--- config.mk ---
export PLATFORM = sky130hd
export DESIGN_NAME = pwm_phase_sequencer_flat
export DESIGN_NICKNAME = d
export VERILOG_FILES = /design/src/rtl/pwm_phase_sequencer_if.sv /design/src/rtl/pwm_phase_sequencer.sv /design/src/flat_wrapper.sv
export SDC_FILE = /design/constraint.sdc
export NUM_CORES = 1
export LEC_CHECK = 0
export CAP_MARGIN = 20
export CORE_UTILIZATION = 55
export CTS_BUF_LIST = sky130_fd_sc_hd__clkbuf_16
export CTS_CLUSTER_SIZE = 28
export DETAILED_ROUTE_END_ITERATION = 8
export PLACE_DENSITY = 0.88
export SETUP_SLACK_MARGIN = 0.15
export SLEW_MARGIN = 10
export SYNTH_ARGS = -nofsm -noshare
export SYNTH_HDL_FRONTEND = slang
export SYNTH_SLANG_ARGS = --single-unit
--- constraint.sdc ---
create_clock -name i_clk -period 7.55 [get_ports i_clk]
set_clock_uncertainty 0.1 [all_clocks]
set_input_delay 1.51 -clock i_clk [delete_from_list [all_inputs] [get_ports i_clk]]
set_output_delay 1.51 -clock i_clk [all_outputs]
set_load 0.1 [all_outputs]
--- src/rtl/pwm_phase_sequencer_if.sv ---
// Sine LUT read port and three-phase PWM duty bus of the phase sequencer.
// The sequencer drives the master side; the LUT and the PWM block sit on the slave side.
interface pwm_phase_sequencer_if;
  logic [7:0] lut_addr;
  logic [8:0] lut_data;
  logic [9:0] duty_a;
  logic [9:0] duty_b;
  logic [9:0] duty_c;
  logic       update;

  modport master (
    output lut_addr,
    input  lut_data,
    output duty_a,
    output duty_b,
    output duty_c,
    output update
  );

  modport slave (
    input  lut_addr,
    output lut_data,
    input  duty_a,
    input  duty_b,
    input  duty_c,
    input  update
  );
endinterface

--- src/rtl/pwm_phase_sequencer.sv ---
// Three-phase duty sequencer: phase accumulator, amplitude ramp and a shared quarter-wave LUT read.
// Define PWM_SOFT_START_EN to ramp the amplitude by i_ramp_step per period instead of jumping to target.
module pwm_phase_sequencer #(
  parameter int LUT_LATENCY = 1
) (
  input  logic                  i_clk,
  input  logic                  i_rst_n,
  input  logic                  i_sync,
  input  logic                  i_enable,
  input  logic [15:0]           i_step,
  input  logic [9:0]            i_amp_target,
  input  logic [7:0]            i_ramp_step,
  output logic                  o_busy,
  output logic                  o_overrun,
  output logic [2:0]            o_state,
  pwm_phase_sequencer_if.master bus
);

  generate
    if (LUT_LATENCY != 1) begin : g_lut_latency_check
      $error("pwm_phase_sequencer: only LUT_LATENCY = 1 is supported");
    end
  endgenerate

  typedef enum logic [2:0] {
    ST_IDLE   = 3'd0,
    ST_RD_A   = 3'd1,
    ST_RD_B   = 3'd2,
    ST_RD_C   = 3'd3,
    ST_WAIT_C = 3'd4
  } state_t;

  localparam logic [15:0] PHASE_120 = 16'h5555;
  localparam logic [9:0]  DUTY_MID  = 10'd512;

  state_t      r_state;
  logic [15:0] r_acc;
  logic [9:0]  r_amp_cur;
  logic [7:0]  r_lut_addr;
  logic [9:0]  r_stage_a;
  logic [9:0]  r_stage_b;
  logic [9:0]  r_duty_a;
  logic [9:0]  r_duty_b;
  logic [9:0]  r_duty_c;
  logic        r_update;
  logic        r_busy;
  logic        r_overrun;

  logic [15:0] w_acc_next;
  logic [9:0]  w_ang_a;
  logic [9:0]  w_ang_b;
  logic [9:0]  w_ang_c;
  logic [7:0]  w_idx_next;
  logic [9:0]  w_amp_next;
  logic [18:0] w_prod;
  logic [8:0]  w_mag;
  logic        w_neg;
  logic [9:0]  w_duty;

  // Quarter-wave folding: odd quadrants read the table backwards.
  function automatic logic [7:0] lut_index(input logic [8:0] qi);
    return qi[8] ? ~qi[7:0] : qi[7:0];
  endfunction

  assign w_acc_next = r_acc + i_step;
  assign w_ang_a    = r_acc[15:6];
  assign w_ang_b    = 10'((r_acc - PHASE_120) >> 6);
  assign w_ang_c    = 10'((r_acc + PHASE_120) >> 6);
  assign w_idx_next = lut_index(w_acc_next[14:6]);

`ifdef PWM_SOFT_START_EN
  logic [10:0] w_ramp_up;
  logic [10:0] w_ramp_floor;

  // 11-bit intermediates keep the up/down steps from wrapping around 0 or 1023.
  always_comb begin
    w_amp_next   = r_amp_cur;
    w_ramp_up    = {1'b0, r_amp_cur} + {3'b000, i_ramp_step};
    w_ramp_floor = {1'b0, i_amp_target} + {3'b000, i_ramp_step};
    if (r_amp_cur < i_amp_target) begin
      w_amp_next = (w_ramp_up > {1'b0, i_amp_target}) ? i_amp_target : w_ramp_up[9:0];
    end else if (r_amp_cur > i_amp_target) begin
      w_amp_next = ({1'b0, r_amp_cur} > w_ramp_floor) ?
                   (r_amp_cur - {2'b00, i_ramp_step}) : i_amp_target;
    end
  end
`else
  logic w_unused_ramp_step;
  assign w_unused_ramp_step = ^i_ramp_step;
  assign w_amp_next         = i_amp_target;
`endif

  // One multiplier serves all three phases; the state picks whose sign applies.
  assign w_prod = {10'd0, bus.lut_data} * {9'd0, r_amp_cur};
  assign w_mag  = 9'(w_prod >> 10);

  always_comb begin
    w_neg = w_ang_c[9];
    case (r_state)
      ST_RD_B: w_neg = w_ang_a[9];
      ST_RD_C: w_neg = w_ang_b[9];
      default: w_neg = w_ang_c[9];
    endcase
  end

  assign w_duty = w_neg ? (DUTY_MID - {1'b0, w_mag}) : (DUTY_MID + {1'b0, w_mag});

  always_ff @(posedge i_clk or negedge i_rst_n) begin
    if (!i_rst_n) begin
      r_state    <= ST_IDLE;
      r_acc      <= '0;
      r_amp_cur  <= '0;
      r_lut_addr <= '0;
      r_stage_a  <= DUTY_MID;
      r_stage_b  <= DUTY_MID;
      r_duty_a   <= DUTY_MID;
      r_duty_b   <= DUTY_MID;
      r_duty_c   <= DUTY_MID;
      r_update   <= 1'b0;
      r_busy     <= 1'b0;
      r_overrun  <= 1'b0;
    end else begin
      r_update <= 1'b0;

      if (i_sync && (r_state != ST_IDLE)) begin
        r_overrun <= 1'b1;
      end else if (!i_enable) begin
        r_overrun <= 1'b0;
      end

      case (r_state)
        ST_IDLE: begin
          if (i_sync) begin
            if (i_enable) begin
              r_acc      <= w_acc_next;
              r_amp_cur  <= w_amp_next;
              r_lut_addr <= w_idx_next;
              r_busy     <= 1'b1;
              r_state    <= ST_RD_A;
            end else begin
              r_duty_a  <= DUTY_MID;
              r_duty_b  <= DUTY_MID;
              r_duty_c  <= DUTY_MID;
              r_update  <= 1'b1;
              r_amp_cur <= '0;
            end
          end
        end
        ST_RD_A: begin
          r_lut_addr <= lut_index(w_ang_b[8:0]);
          r_state    <= ST_RD_B;
        end
        ST_RD_B: begin
          r_stage_a  <= w_duty;
          r_lut_addr <= lut_index(w_ang_c[8:0]);
          r_state    <= ST_RD_C;
        end
        ST_RD_C: begin
          r_stage_b <= w_duty;
          r_state   <= ST_WAIT_C;
        end
        ST_WAIT_C: begin
          r_duty_a <= r_stage_a;
          r_duty_b <= r_stage_b;
          r_duty_c <= w_duty;
          r_update <= 1'b1;
          r_busy   <= 1'b0;
          r_state  <= ST_IDLE;
        end
        default: begin
          r_busy  <= 1'b0;
          r_state <= ST_IDLE;
        end
      endcase
    end
  end

  assign bus.lut_addr = r_lut_addr;
  assign bus.duty_a   = r_duty_a;
  assign bus.duty_b   = r_duty_b;
  assign bus.duty_c   = r_duty_c;
  assign bus.update   = r_update;
  assign o_busy       = r_busy;
  assign o_overrun    = r_overrun;
  assign o_state      = r_state;

endmodule

--- src/flat_wrapper.sv ---
// flat-port wrapper written by rule: the top's interface ports become plain ports
module pwm_phase_sequencer_flat 
#(
  parameter int LUT_LATENCY = 1
)
  (i_clk, i_rst_n, i_sync, i_enable, i_step, i_amp_target, i_ramp_step, o_busy, o_overrun, o_state, bus_lut_addr, bus_lut_data, bus_duty_a, bus_duty_b, bus_duty_c, bus_update);
  pwm_phase_sequencer_if bus_i ();
  input  logic i_clk;
  input  logic i_rst_n;
  input  logic i_sync;
  input  logic i_enable;
  input  logic [15:0] i_step;
  input  logic [9:0] i_amp_target;
  input  logic [7:0] i_ramp_step;
  output logic o_busy;
  output logic o_overrun;
  output logic [2:0] o_state;
  output wire logic [$bits(bus_i.lut_addr)-1:0] bus_lut_addr;
  input wire logic [$bits(bus_i.lut_data)-1:0] bus_lut_data;
  output wire logic [$bits(bus_i.duty_a)-1:0] bus_duty_a;
  output wire logic [$bits(bus_i.duty_b)-1:0] bus_duty_b;
  output wire logic [$bits(bus_i.duty_c)-1:0] bus_duty_c;
  output wire logic [$bits(bus_i.update)-1:0] bus_update;
  assign bus_lut_addr = bus_i.lut_addr;
  assign bus_i.lut_data = bus_lut_data;
  assign bus_duty_a = bus_i.duty_a;
  assign bus_duty_b = bus_i.duty_b;
  assign bus_duty_c = bus_i.duty_c;
  assign bus_update = bus_i.update;
  pwm_phase_sequencer #(.LUT_LATENCY(LUT_LATENCY)) u_core (.i_clk(i_clk), .i_rst_n(i_rst_n), .i_sync(i_sync), .i_enable(i_enable), .i_step(i_step), .i_amp_target(i_amp_target), .i_ramp_step(i_ramp_step), .o_busy(o_busy), .o_overrun(o_overrun), .o_state(o_state), .bus(bus_i));
endmodule
==> results.sh, run 1 <==
export IMPL_synth_cells=854
export IMPL_fin_crit_sh_pct=93.74
export IMPL_arrival_ns=7.17
export IMPL_clkSinkCount=90
export IMPL_antenna_found_initial=0
export IMPL_final_max_slew_viol_count=0
export IMPL_rrSetupSlack_ns=1.62
export IMPL_synth_seq_cells=90
export IMPL_grt_ovfl_total=0
export IMPL_synth_flop_cell="dfrtp_1"
export IMPL_final_cells=1102
export IMPL_crit_path_end_kind="register"
export IMPL_design_core_area_mm2=0.01351
export IMPL_clock_root_buffer="clkbuf_16"
export IMPL_h_tree_depth=3
export IMPL_antenna_cells=0
export IMPL_numPortBuffers=82
export IMPL_maxCapViolCount=0
export IMPL_drc_errors=0
export IMPL_synthAdderAreaFrac_pct=22.98
export IMPL_synth_area_mm2=0.007744
export IMPL_drt_iter0_drc=340
export IMPL_max_freq_mhz=141.3
export IMPL_worst_slew_pin_slew_ns=1.011
export IMPL_dp_hpwl_mm=13.17
export IMPL_routabilityCongestion=0.8882
export IMPL_viasPerCell=5.632
export IMPL_numPlacedInstances=1086
export IMPL_start_util_pct=57.34
export IMPL_cts_tree="done"
export IMPL_cts_buffer_depth=2
export IMPL_start_kind="primary input"
export IMPL_final_common_cell="nand2_1"
export IMPL_yosysWarnings=0
export IMPL_dr_pass1_iters=5
export IMPL_synth_area_mux_share_pct=1.422
export IMPL_rsz0062_at_grt="false"
export IMPL_final_hold_viol_count=0
export IMPL_syn_avg_cell_area_um2=9.068
export IMPL_timing_worst_setup_path_type="in2reg"
export IMPL_synth_simple_area_share_pct=17.77
export IMPL_die_y_um=120.7
export IMPL_yosysTopAreaCell="dfrtp_1"
export IMPL_grt_pass1_vias=6182
export IMPL_synth_top_family_by_area="adder cells"
export IMPL_ys_seq_area_share_pct=29.16
export IMPL_via_count=6206
export IMPL_netlist_area_leader_share_pct=27.47
export IMPL_die_x_um=120.7
export IMPL_layout_drive_gt1_share_pct=7.127
export IMPL_clock_latency_ns=0.34
export IMPL_ys_top_cells_by_area="dfrtp_1 27%, fa_1 15%, ha_1 8.2%, nand2_1 6.0%, and2_1 4.4%"
export IMPL_synth_edff_count=0
export IMPL_ctsHoldBuffers=0
export IMPL_grt_pass1_wl_mm=28.89
export IMPL_area_growth_pct=16.61
export IMPL_cts_made_buffers=9
export IMPL_ant_nets=0
export IMPL_relSlewSlack_pct=32.60
export IMPL_finalWirelength_mm=17.05
export IMPL_die_area_mm2=0.01456
export IMPL_critical_path_max_fanout=6
export IMPL_cp_data_required_time_ns=7.64
export IMPL_fillers=1010
export IMPL_synth_fp_nets=1009
export IMPL_setup_viol=0
export IMPL_io_pins=91
export IMPL_routedWlPerCell_um=15.47
export IMPL_outcome="completed"
export IMPL_async_flop_share_pct=100.0
export IMPL_clk_pin_slew_ns=0.06
export IMPL_min_period_ns=7.078
export IMPL_row_count=42
export IMPL_layout_common_cells="124 x nand2_1, 87 x inv_1, 85 x dfrtp_1"
export IMPL_grt_max_degree=73
export IMPL_hp_class="reg2reg"
export IMPL_fin_nets=1076
export IMPL_synth_cell_types=81
export IMPL_globalRouteTotalUtil_pct=25.01
export IMPL_synth_xor_area_share_pct=6.318
export IMPL_synth_compound_area_share_pct=16.11
[path summary, 6_finish.rpt]
check                                                 from                               end  cells past startpoint
max                                        bus_lut_data[2]   u_core.r_stage_b[4]$_DFFE_PN0P_                     22
min                        u_core.r_stage_a[9]$_DFFE_PN1P_   u_core.r_stage_a[9]$_DFFE_PN1P_                      2
max reg2reg                u_core.r_amp_cur[3]$_DFFE_PN0P_   u_core.r_stage_b[4]$_DFFE_PN0P_                     22
min reg2reg                u_core.r_stage_a[9]$_DFFE_PN1P_   u_core.r_stage_a[9]$_DFFE_PN1P_                      2
max in group asynchronous                          i_rst_n   u_core.r_amp_cur[6]$_DFFE_PN0P_                      2
min in group asynchronous                          i_rst_n  u_core.bus.duty_b[5]$_DFFE_PN0P_                      1
[worst max-delay path, cell delays in order]
cell and delay, ns:
clkdlybuf4s50_1 0.58, nand2_1 0.11, fa_1 0.55, inv_1 0.05
fa_1 0.52, inv_1 0.06, fa_1 0.46, fa_1 0.54
inv_1 0.04, ha_1 0.20, nor4_1 0.24, o21ai_1 0.16
a41o_1 0.31, nor3_1 0.14, or2_2 0.15, ha_1 0.22
or4b_2 0.61, nor3_2 0.17, o31a_1 0.14, o21ai_1 0.10
xnor2_2 0.22, o21ai_1 0.08
[kinds of logic (layout without fill, tap and decap cells)]
kind of cell / Yosys count / in the layout
AOI/OAI and AO/OA: 180 / 180
xor gates and xnor gates: 55 / 55
adders and majority gates: 108 / 108
buffers and inverters: 127 / 199
DFF: 90 / 90
muxes: 10 / 10
and+or+nand+nor: 284 / 284
[cells in the mapped netlist, types with 13 or more instances]
library cell and count:
nor2_1 47, fa_1 57, o21ai_0 39, o21ai_1 30, inv_1 86, a22o_1 18, ha_1 51, dfrtp_1 85
nand2_1 124, nand3_1 13, xnor2_1 37, and2_1 55, clkbuf_1 36, a21oi_1 29, xor2_1 17
[flip-flops by register name, summed over array words and instances, names as in the netlist]
name,count
u_core.bus.duty_a,10
u_core.bus.duty_b,10
u_core.bus.duty_c,10
u_core.bus.lut_addr,8
u_core.bus.update,1
u_core.o_busy,1
u_core.o_overrun,1
u_core.o_state,3
u_core.r_acc,16
u_core.r_amp_cur,10
u_core.r_stage_a,10
u_core.r_stage_b,10
[metrics by stage]
| step | setup TNS [ns] | hold slack, ns | util, % | setup WS [ns] | area (um2) |
|---|---|---|---|---|---|
| global placement | 0 | 0.3527 | 64.70 | 0.1048 | 8738 |
| global route | 0 | 0.3850 | 66.86 | 0.1923 | 9030 |
| detailed placement | -0.03995 | 0.3660 | 64.70 | -0.02050 | 8738 |
| floorplan | 0 | 0.3455 | - | 0.7228 | 7744 |
| CTS | 0 | 0.3723 | 66.77 | 0.2751 | 9017 |
| finish | 0 | 0.3731 | 66.86 | 0.4723 | 9030 |
[routing by layer]
| metal | track usage (%) | vias up | part of all wire (%) |
|---|---|---|---|
| li1 | - | 2988 | - |
| met1 | 31.09 | 2994 | 42 |
| met2 | 43.93 | 197 | 51 |
| met3 | 5.330 | 27 | 5.4 |
| met4 | 6.636 | 0 | 1.8 |
| met5 | 0 | - | 0 |
[cell type report]
class	count	area [um2]	share of cell area, %
multi-input combinational	637	5019	55.58
sequential	90	2258	25.01
timing repair buffer	97	930.9	10.31
inverter	86	322.8	3.575
clock buffer	9	225.2	2.494
tap	176	220.2	2.439
clock inverter	7	53.80	0.5958
[repair_timing]
item | CTS | global route
resized for setup | 0 | 2
setup buffers | 0 | 0
setup endpoints to repair | 0 | 3
Power of run 1 is not shown: default switching activity piles up to over one toggle a cycle in this logic, so the estimate is an artifact.
==> run 2: changes to the inputs <==
CTS_BUF_LIST = sky130_fd_sc_hd__clkbuf_4 sky130_fd_sc_hd__clkbuf_8 sky130_fd_sc_hd__clkbuf_16   (was sky130_fd_sc_hd__clkbuf_16)
==> results.sh, run 2 (synthesis results as in run 1) <==
export IMPL_max_freq_mhz=141.6
export IMPL_start_kind="primary input"
export IMPL_cp_slowest_stage_delay_ns=0.61
export IMPL_worst_slew_pin_slew_ns=0.9872
export IMPL_antenna_found_initial=0
export IMPL_cts_made_buffers=9
export IMPL_row_count=42
export IMPL_final_max_slew_viol_count=0
export IMPL_area_growth_pct=16.66
export IMPL_routedWlPerCell_um=15.48
export IMPL_ctsHoldBuffers=0
export IMPL_worstPathCellList="clkdlybuf4s50_1 > nand2_1 > fa_1 > inv_1 > fa_1 > inv_1 > fa_1 > fa_1 > inv_1 > ha_1 > nor4_1 > o21ai_1 > a41o_1 > nor3_1 > or2_2 > ha_1 > or4b_2 > nor3_2 > o31a_1 > o21ai_1 > xnor2_2 > o21ai_1"
export IMPL_fillers=1014
export IMPL_critical_path_max_fanout=6
export IMPL_maxCapViolCount=0
export IMPL_globalRouteTotalUtil_pct=25.02
export IMPL_final_hold_viol_count=0
export IMPL_fin_nets=1076
export IMPL_dp_hpwl_mm=13.17
export IMPL_die_y_um=120.7
export IMPL_design_core_area_mm2=0.01351
export IMPL_via_count=6238
export IMPL_top_register="u_core.r_acc"
export IMPL_layout_common_cells="124 x nand2_1, 86 x inv_1, 85 x dfrtp_1"
export IMPL_clk_pin_slew_ns=0.06
export IMPL_cts_tree="done"
export IMPL_hp_class="reg2reg"
export IMPL_io_pins=91
export IMPL_h_tree_depth=3
export IMPL_crit_top_cell="fa_1"
export IMPL_clock_root_buffer="clkbuf_16"
export IMPL_grt_ovfl_total=0
export IMPL_fin_util_pct=66.89
export IMPL_fin_crit_sh_pct=93.55
export IMPL_grt_pass1_wl_mm=28.86
export IMPL_min_period_ns=7.063
export IMPL_setup_viol=0
export IMPL_outcome="completed"
export IMPL_finalWirelength_mm=17.06
export IMPL_die_x_um=120.7
export IMPL_grt_max_degree=73
export IMPL_final_common_cell="nand2_1"
export IMPL_arrival_ns=7.16
export IMPL_grt_pass1_vias=6161
export IMPL_drc_errors=0
export IMPL_tns_ns=0
export IMPL_cts_setup_buffers=0
export IMPL_cp_data_required_time_ns=7.65
export IMPL_clkSinkCount=90
export IMPL_die_area_mm2=0.01456
export IMPL_relSlewSlack_pct=33.98
export IMPL_clock_latency_ns=0.35
export IMPL_start_util_pct=57.34
export IMPL_ant_nets=0
export IMPL_layout_drive_gt1_share_pct=7.235
export IMPL_rsz0062_at_grt="false"
export IMPL_cts_buffer_depth=2
export IMPL_antenna_cells=0
export IMPL_largest_reg_flops=16
export IMPL_drt_iter0_drc=422
export IMPL_crit_slowest_cell="or4b_2"
export IMPL_timing_worst_setup_path_type="in2reg"
export IMPL_routabilityCongestion=0.8882
export IMPL_numPortBuffers=82
export IMPL_viasPerCell=5.661
export IMPL_dr_pass1_iters=6
export IMPL_crit_path_end_kind="register"
## run 2: cell types whose count changed in the layout (fill, tap and decap cells not counted), sizes merged
cell    previous run  this run
clkbuf             9        10
inv               91        90
## run 2: worst paths after layout
kind                                            startpoint                               end  slack, ns  cells after the start
max                                        bus_lut_data[2]   u_core.r_stage_b[4]$_DFFE_PN0P_       0.49                     22
min                        u_core.r_stage_a[9]$_DFFE_PN1P_   u_core.r_stage_a[9]$_DFFE_PN1P_       0.37                      2
max reg2reg                u_core.r_amp_cur[3]$_DFFE_PN0P_   u_core.r_stage_b[4]$_DFFE_PN0P_       1.63                     22
min reg2reg                u_core.r_stage_a[9]$_DFFE_PN1P_   u_core.r_stage_a[9]$_DFFE_PN1P_       0.37                      2
max in group asynchronous                          i_rst_n   u_core.r_amp_cur[6]$_DFFE_PN0P_       5.27                      2
min in group asynchronous                          i_rst_n  u_core.bus.duty_b[5]$_DFFE_PN0P_       0.91                      1
## run 2: layout make-up
type	instances	area (um2)	share of cell area (%)
inverters	86	322.8	3.573
repair buffers	97	930.9	10.30
flip-flops and latches	90	2258	25.00
multi-input cells	637	5019	55.55
clock buffers	10	232.7	2.576
well taps	176	220.2	2.438
clock inverters	6	50.05	0.5540
## run 2: worst max-delay path: cells and delay by family
family	cells	cell delay (ns)
AOI/OAI and AO/OA	5	0.79
xor gates and xnor gates	1	0.22
adders and majority gates	6	2.48
buffers and inverters	4	0.73
and+or+nand+nor	6	1.42
## run 2: repair_timing
item,CTS,global route
hold endpoints to repair,0,0
resized for setup,0,2
setup endpoints to repair,0,3
## run 2: stage by stage
step,area (um2),setup slack [ns],cells,hold WS [ns]
2_1_floorplan,7744,0.7228,854,0.3455
3_3_place_gp,8738,0.1048,1086,0.3527
3_5_place_dp,8738,-0.02050,1086,0.3660
4_1_cts,9021,0.2791,1102,0.3723
5_1_grt,9034,0.1959,1102,0.3850
6_report,9034,0.4867,1102,0.3720
## run 2: layer usage
layer / global-route usage [%] / vias to the layer above / part of all wire (%)
li1: - / 2997 / -
met1: 31.28 / 3015 / 42
met3: 5.613 / 32 / 5.4
met4: 6.636 / 0 / 2.3
met5: 0 / - / 0
met2: 43.53 / 194 / 50
Power of run 2 is left out for the same reason.
==> run 3: changes to the inputs <==
GPL_ROUTABILITY_DRIVEN = 1   (was default)
SETUP_SLACK_MARGIN = default   (was 0.15)
==> results.sh, run 3 (synthesis results as in run 1) <==
export IMPL_outcome="completed"
export IMPL_layout_setup_ws_ns=0.3021
export IMPL_fillers=1020
export IMPL_antenna_found_initial=0
export IMPL_tns_ns=0
export IMPL_final_hold_viol_count=0
export IMPL_crit_top_cell="fa_1"
export IMPL_design_core_area_mm2=0.01351
export IMPL_cp_data_required_time_ns=7.65
export IMPL_timing_worst_setup_path_type="in2reg"
export IMPL_row_count=42
export IMPL_die_y_um=120.7
export IMPL_grt_pass1_vias=6161
export IMPL_h_tree_depth=3
export IMPL_fin_util_pct=66.80
export IMPL_antenna_cells=0
export IMPL_ctsHoldBuffers=0
export IMPL_routed_top_layer="met4"
export IMPL_min_period_ns=7.248
export IMPL_dp_hpwl_mm=13.17
export IMPL_drc_errors=0
export IMPL_max_freq_mhz=138.0
export IMPL_grt_max_degree=73
export IMPL_die_area_mm2=0.01456
export IMPL_start_util_pct=57.34
export IMPL_cp_slowest_stage_delay_ns=0.60
export IMPL_io_pins=91
export IMPL_via_count=6258
export IMPL_maxCapViolCount=0
export IMPL_cp_buffers_inverters=4
export IMPL_clock_latency_ns=0.35
export IMPL_setup_viol=0
export IMPL_cts_made_buffers=9
export IMPL_routabilityCongestion=0.8882
export IMPL_globalRouteTotalUtil_pct=25.02
export IMPL_top_register="u_core.r_acc"
export IMPL_cts_buffer_depth=2
export IMPL_crit_slowest_cell="or4b_2"
export IMPL_drt_iter0_drc=383
export IMPL_crit_family="adder cells"
export IMPL_largest_reg_flops=16
export IMPL_dp_slack_ns=-0.02050
export IMPL_hp_class="reg2reg"
export IMPL_final_max_slew_viol_count=0
export IMPL_clk_pin_slew_ns=0.06
export IMPL_clock_root_buffer="clkbuf_16"
export IMPL_layout_common_cells="124 x nand2_1, 86 x inv_1, 85 x dfrtp_1"
export IMPL_final_common_cell="nand2_1"
export IMPL_cts_resized=0
export IMPL_fin_crit_sh_pct=96.00
export IMPL_grt_pass1_wl_mm=28.86
export IMPL_met3_length_mm=1.014
export IMPL_crit_path_end_kind="register"
export IMPL_finalWirelength_mm=17.03
export IMPL_layout_drive_gt1_share_pct=7.019
export IMPL_critical_path_max_fanout=6
export IMPL_ant_nets=0
export IMPL_cts_setup_buffers=0
export IMPL_arrival_ns=7.34
export IMPL_clkSinkCount=90
export IMPL_rsz0062_at_grt="false"
export IMPL_fin_nets=1076
export IMPL_wl_met1_mm=7.146
export IMPL_routedWlPerCell_um=15.46
export IMPL_worstPathCellList="clkdlybuf4s50_1 > nand2_1 > fa_1 > inv_1 > fa_1 > inv_1 > fa_1 > fa_1 > inv_1 > ha_1 > nor4_1 > o21ai_1 > a41o_1 > nor3_1 > or2_2 > ha_1 > or4b_2 > nor3_1 > o31a_1 > o21ai_1 > xnor2_1 > o21ai_1"
export IMPL_viasPerCell=5.679
export IMPL_area_growth_pct=16.50
export IMPL_numPortBuffers=82
export IMPL_start_kind="primary input"
export IMPL_dr_pass1_iters=5
export IMPL_relSlewSlack_pct=32.49
export IMPL_cts_tree="done"
export IMPL_dr_wl_met2_mm=8.516
export IMPL_die_x_um=120.7
export IMPL_grt_ovfl_total=0
export IMPL_worst_slew_pin_slew_ns=1.013
run 3: path summary, 6_finish.rpt:
| kind | cells after the start | startpoint | end | slack [ns] |
|---|---|---|---|---|
| min reg2reg | 2 | u_core.r_stage_a[9]$_DFFE_PN1P_ | u_core.r_stage_a[9]$_DFFE_PN1P_ | 0.37 |
| max | 22 | bus_lut_data[2] | u_core.r_stage_a[4]$_DFFE_PN0P_ | 0.30 |
| max in group asynchronous | 2 | i_rst_n | u_core.r_acc[12]$_DFFE_PN0P_ | 5.27 |
| min in group asynchronous | 1 | i_rst_n | u_core.bus.duty_b[5]$_DFFE_PN0P_ | 0.91 |
| min | 2 | u_core.r_stage_a[9]$_DFFE_PN1P_ | u_core.r_stage_a[9]$_DFFE_PN1P_ | 0.37 |
| max reg2reg | 22 | u_core.r_amp_cur[3]$_DFFE_PN0P_ | u_core.r_stage_a[4]$_DFFE_PN0P_ | 1.46 |
run 3: area by class of cell:
class | count | area (um2) | share of cell area (%)
flip-flops and latches | 90 | 2258 | 25.03
clock inverters | 6 | 50.05 | 0.5548
clock buffers | 10 | 232.7 | 2.580
multi-input cells | 637 | 5006 | 55.49
well taps | 176 | 220.2 | 2.441
inverters | 86 | 322.8 | 3.578
repair buffers | 97 | 930.9 | 10.32
run 3: metrics by stage:
stage | std cells | hold slack (ns) | cell area, um2
after floorplan | 854 | 0.3455 | 7744
after detailed placement | 1086 | 0.3660 | 8738
after CTS | 1102 | 0.3723 | 9021
final | 1102 | 0.3717 | 9021
after global placement | 1086 | 0.3527 | 8738
after global routing | 1102 | 0.3850 | 9021
run 3: worst reg2reg max path, delay by kind of cell (launching register included):
kind                       cells  cell delay (ns)
AOI/OAI and AO/OA              5             0.80
xor gates and xnor gates       1             0.31
buffers and inverters          4             0.19
adders and majority gates      6             2.49
DFF                            1             0.51
and+or+nand+nor                6             1.53
run 3: per-layer routing:
metal	track usage (%)	vias up
li1	-	2994
met1	31.28	3022
met2	43.53	204
met3	5.613	38
met4	6.636	0
met5	0	-
Power of run 3 is left out for the same reason.
==> variant 1, RTL diff (settings of run 2) <==
Build with the macro `PWM_SOFT_START_EN` defined.
--- a/src/rtl/pwm_phase_sequencer.sv
+++ b/src/rtl/pwm_phase_sequencer.sv
@@ -1,5 +1,7 @@
 // Three-phase duty sequencer: phase accumulator, amplitude ramp and a shared quarter-wave LUT read.
 // Define PWM_SOFT_START_EN to ramp the amplitude by i_ramp_step per period instead of jumping to target.
+`define PWM_SOFT_START_EN
+
 module pwm_phase_sequencer #(
   parameter int LUT_LATENCY = 1
 ) (
Function: changed (Yosys sat finds a counterexample within 10 cycles, from zero or initial values and one cycle with i_rst_n low).
==> variant 1 against run 2 <==
- fmax is 1.5% higher
- critical path depth is 2 lower
- wire length is 40% higher
- global-route usage is 2.3 points higher
- die area is 28% higher
- sequential cell count stayed put
- worst setup slack better by 0.11 ns
- synthesized area is 29% higher
- utilization is 2.2 points lower
- cell area is 25% higher
- register-to-register slack better by 0.10 ns
Power is not shown: default switching activity piles up to over one toggle a cycle in this logic, so the estimate is an artifact.
==> variant 1: results (changes against run 2) <==
- Outcome: finished, final reports clean (unchanged)
- Post-synthesis cell type count: 75 (was 81)
- Count of nets after finishing: 1,427 (was 1,076)
- Data arrival time of the critical path: 7.06 ns (was 7.16 ns)
- Path depth of the worst reg2reg path: 18 (was 22)
- Portion of the post-synthesis area used by sequential elements: 22.7% (was 29.2%)
- Buffer depth of the longest clock path: 2 (unchanged)
- Setup slack of the most critical reg-to-reg path: 1.73 ns (was 1.63 ns)
- Detail Placement HPWL: 18.3 mm (was 13.2 mm)
- Post-synth top cells: 122 x nand2_1, 118 x inv_1, 105 x ha_1 (was 124 x nand2_1, 86 x inv_1, 85 x dfrtp_1)
- Resized Gates After CTS: 0 (unchanged)
- CTS Root Cell: clkbuf_16 (unchanged)
- First-pass iteration count of the detailed router: 5 (was 6)
- Count of buffers from port buffering: 90 (was 82)
- Kind of path behind the tightest hold check: reg2reg (unchanged)
- Overall track demand over capacity in global routing: 27.3% (was 25.0%)
- Leading cell types by total area after synthesis: dfrtp_1 21%, ha_1 13%, fa_1 12% (was dfrtp_1 27%, fa_1 15%, ha_1 8.2%)
- Number of antenna violations at the first check in global routing: 0 (unchanged)
- Worst slack at placement: 0.279 ns (was -0.0205 ns)
- Crit path max-delay family: adder cells (unchanged)
- Most flops, register: u_core.r_acc (unchanged)
- Worst path slowest cell: clkdlybuf4s50_1 (was or4b_2)
- Largest net degree at the start of global routing: 84 (was 73)
- Maximum cell stage delay along the critical path: 0.56 ns (was 0.61 ns)
- Via density per instance: 5.84 (was 5.66)
- Clock latency reported for the late side of the worst-skew pair: 0.36 ns
- Number of clock buffers inserted by TritonCTS: 9 (unchanged)
- Antenna diode count: 0 (unchanged)
- Number of H-tree branching levels: 3 (unchanged)
- Routability congestion estimate: 0.922 (was 0.888)
- Crit path setup slack, layout: 0.594 ns (was 0.487 ns)
- Max FFs per register: 16 (unchanged)
- Finish-stage setup viols: 0 (unchanged)
- Placed inst area: 0.0109 sq mm (was 0.00874 sq mm)
- Slew margin rel.: 31.1% (was 34.0%)
- Number of violations reported at the end of detailed-routing iteration 0: 647 (was 422)
- Sum of routed wire length over all layers: 24.0 mm (was 17.1 mm)
- Global-route wire length before repair: 40.5 mm (was 28.9 mm)
- Warnings, synthesis: 0 (unchanged)
- Clock input transition at the sequential cells of the worst setup and hold paths: 0.07 ns
- Antenna violation net count after detailed routing: 0 (unchanged)
- # Post-CTS Setup Buffers: 0 (unchanged)
- Number of global-route vias before repair: 8,405 (was 6,161)
- Largest fanout of any net on the critical path: 10 (was 6)
- Hold Path Cell Cnt: 2 (unchanged)
- Share of flip-flops with an asynchronous set or reset after synthesis: 100% (unchanged)
- Fraction of final layout cells sized beyond drive strength 1: 5.41% (was 7.24%)
## variant 1: cell types whose count changed in the layout (fill, tap and decap cells not counted), moves of 18 or more
| cell | change |
|---|---|
| a21oi_1 | +35 |
| inv_1 | +32 |
| o21ai_1 | -18 |
| ha_1 | +54 |
| nor2_1 | +24 |
| xnor2_1 | +21 |
| o21ai_0 | +22 |
## variant 1: cell families (layout without fill, tap and decap cells)
family	count (synthesis)	after routing	synth area share, %
AO/OA/AOI/OAI	268	268	18.0
multiplexers	22	22	2.28
XOR/XNOR	81	81	7.34
flip-flops	90	90	22.7
AND/OR/NAND/NOR	366	366	17.9
buffers and inverters	169	228	6.60
adder cells (fa/ha/maj)	165	165	25.2
## variant 1: worst paths after layout
path	from	to
min in group asynchronous	i_rst_n	u_core.r_amp_cur[1]$_DFFE_PN0P_
hold reg to reg	u_core.r_stage_a[9]$_DFFE_PN1P_	u_core.r_stage_a[9]$_DFFE_PN1P_
hold / removal	u_core.r_stage_a[9]$_DFFE_PN1P_	u_core.r_stage_a[9]$_DFFE_PN1P_
setup / recovery	bus_lut_data[5]	u_core.r_stage_a[8]$_DFFE_PN0P_
setup reg to reg	u_core.r_amp_cur[1]$_DFFE_PN0P_	u_core.r_stage_a[8]$_DFFE_PN0P_
max in group asynchronous	i_rst_n	u_core.r_stage_a[9]$_DFFE_PN1P_
## variant 1: cell type report
class / count / area (sq um)
Fill cell: 1378 / 6170
Multi-Input combinational cell: 902 / 7060
Sequential cell: 90 / 2260
Clock inverter: 7 / 80.1
Tap cell: 225 / 282
Inverter: 118 / 443
Timing Repair Buffer: 94 / 963
Clock buffer: 9 / 225
## variant 1: routing by layer
metal | part of all wire (%) | wire, um | global-route usage, % | up-vias
li1 | - | - | - | 4059
met1 | 45 | 10700 | 35.4 | 4064
met2 | 48 | 11500 | 45.9 | 273
met3 | 5.5 | 1310 | 4.78 | 46
met4 | 2.1 | 497 | 9.07 | 0
met5 | 0 | 0 | 0 | -
## variant 1: through the flow
stage	hold slack [ns]	std cells
final	0.387	1445
after global routing	0.411	1445
after CTS	0.389	1442
after detailed placement	0.377	1426
after global placement	0.368	1426
after floorplan	0.351	1161
## variant 1: worst min-delay path: stages (launching register included)
cell	delay (ns)
dfstp_2	0.37
nand2_1	0.05
o21ai_0	0.07
==> variant 2, RTL diff (config.mk and constraints of run 2) <==
Without the edit above. Register the input `i_step` before use, cleared by the reset. The logic sees it one clock later. The other inputs are not delayed to match.
--- a/src/rtl/pwm_phase_sequencer.sv
+++ b/src/rtl/pwm_phase_sequencer.sv
@@ -15,6 +15,16 @@
   output logic [2:0]            o_state,
   pwm_phase_sequencer_if.master bus
 );
+
+  logic [15:0] i_step_q;
+
+  always_ff @(posedge i_clk or negedge i_rst_n) begin
+    if (!i_rst_n) begin
+      i_step_q <= '0;
+    end else begin
+      i_step_q <= i_step;
+    end
+  end
 
   generate
     if (LUT_LATENCY != 1) begin : g_lut_latency_check
@@ -62,7 +72,7 @@
     return qi[8] ? ~qi[7:0] : qi[7:0];
   endfunction
 
-  assign w_acc_next = r_acc + i_step;
+  assign w_acc_next = r_acc + i_step_q;
   assign w_ang_a    = r_acc[15:6];
   assign w_ang_b    = 10'((r_acc - PHASE_120) >> 6);
   assign w_ang_c    = 10'((r_acc + PHASE_120) >> 6);
Formal check against the unedited RTL: not equivalent (Yosys sat finds a counterexample within 4 cycles, from zero or initial values and one cycle with i_rst_n low).
==> variant 2 against run 2 <==
- utilization fell by 2.2 points
- worst setup slack better by 0.32 ns
- synthesized area increased by 5.9%
- cell area rose by 4.1%
- sequential cell count up 16
- synthesized cell count is 1.3% higher
- wire length fell by 0.64%
- count of clock-buffer cells in the layout fell by 1
- non-clock buffer count shrank 12
Power is left out: the tool's default activity adds up to more than one toggle a clock period on the data nets, which glitch-free logic cannot reach.
==> variant 2: results (changes against run 2) <==
- Launch point of the critical path: bus_lut_data[8] (was bus_lut_data[2])
- Post-synth top cells: 117 x nand2_1, 101 x dfrtp_1, 84 x inv_1 (was 124 x nand2_1, 86 x inv_1, 85 x dfrtp_1)
- Clock input transition at the sequential cells of the worst setup and hold paths: 0.07 ns
- Maximum cell stage delay along the critical path: 0.59 ns (was 0.61 ns)
- Source of the worst hold timing path: u_core.r_stage_b[9]$_DFFE_PN1P_ (was u_core.r_stage_a[9]$_DFFE_PN1P_)
- Count of nets after finishing: 1,077 (was 1,076)
- Number of global-route vias before repair: 6,034 (was 6,161)
- Count of filler cells inserted in the layout: 1,161 (was 1,014)
- Worst path slowest cell: clkdlybuf4s50_1 (was or4b_2)
- Syn Nets: 1,020 (was 1,009)
- Global-route wire length before repair: 28.7 mm (was 28.9 mm)
- # Post-CTS Setup Buffers: 0 (unchanged)
- Detail Placement HPWL: 12.9 mm (was 13.2 mm)
- Largest fanout of any net on the critical path: 10 (was 6)
- Data arrival time of the critical path: 6.85 ns (was 7.16 ns)
- Portion of the post-synthesis area used by sequential elements: 32.4% (was 29.2%)
- Post-synthesis cell type count: 74 (was 81)
- Sum of routed wire length over all layers: 16.9 mm (was 17.1 mm)
- Number of violations reported at the end of detailed-routing iteration 0: 472 (was 422)
- Share of flip-flops with an asynchronous set or reset after synthesis: 100% (unchanged)
- Routability congestion estimate: 0.844 (was 0.888)
- Fraction of final layout cells sized beyond drive strength 1: 6.04% (was 7.24%)
- Transition time of the tightest slew-check pin: 1.03 ns (was 0.987 ns)
- Largest net degree at the start of global routing: 57 (was 73)
- Outcome: finished, final reports clean (unchanged)
- Number of clock buffers inserted by TritonCTS: 9 (unchanged)
- First-pass iteration count of the detailed router: 5 (was 6)
- Via density per instance: 5.57 (was 5.66)
- Leading cell types by total area after synthesis: dfrtp_1 31%, fa_1 14%, ha_1 7.8% (was dfrtp_1 27%, fa_1 15%, ha_1 8.2%)
[variant 2: metal layers]
layer | routed length, um | GRT usage [%]
met5 | 0 | 0
met2 | 8010 | 38.0
met1 | 7690 | 32.9
met3 | 897 | 5.13
met4 | 348 | 8.63
[variant 2: worst paths after layout]
path,end,slack [ns],cells after the start
worst min register to register,u_core.r_stage_b[9]$_DFFE_PN1P_,0.39,2
worst max register to register,u_core.r_stage_b[8]$_DFFE_PN0P_,2.05,17
worst min-delay path,u_core.r_stage_b[9]$_DFFE_PN1P_,0.39,2
min in group asynchronous,u_core.r_acc[1]$_DFFE_PN0P_,1.08,1
max in group asynchronous,u_core.r_amp_cur[5]$_DFFE_PN0P_,5.18,2
worst max-delay path,u_core.r_stage_b[8]$_DFFE_PN0P_,0.81,18
[variant 2: final cells by class]
cell class	instances	area share (%)
multi-input combinational	636	53.9
sequential	106	28.3
timing repair buffer	85	9.02
inverter	84	3.35
tap	184	2.45
clock buffer	9	2.39
clock inverter	7	0.638
[variant 2: worst reg2reg max path, stage by stage (launching register included)]
cell and delay, ns:
dfrtp_1 0.51, and2_1 0.25, fa_1 0.50, fa_1 0.54, fa_1 0.55, inv_1 0.05, fa_1 0.52, inv_1 0.04
ha_1 0.40, a21o_1 0.20, a21oi_1 0.22, and2b_1 0.19, a211oi_2 0.11, or4_1 0.53, o211ai_1 0.11, a31oi_1 0.12
xnor2_1 0.28, o21ai_1 0.10
[variant 2: cell families after synthesis]
group                    synth area share, %
AO/OA/AOI/OAI                           16.0
XOR/XNOR                                6.57
adder cells (fa/ha/maj)                 21.7
buffers and inverters                   5.83
flip-flops                              32.4
multiplexers                            1.45
AND/OR/NAND/NOR                         16.1
[variant 2: metrics by stage]
stage               hold WS, ns  instance area [sq um]  util [%]  std cells  setup slack [ns]
floorplan                 0.351                   8200         -        865              1.45
global placement          0.365                   9110      62.7       1094             0.568
detailed placement        0.374                   9110      62.7       1094             0.455
CTS                       0.390                   9390      64.6       1110             0.826
global route              0.408                   9410      64.7       1111             0.497
finish                    0.387                   9410      64.7       1111             0.806
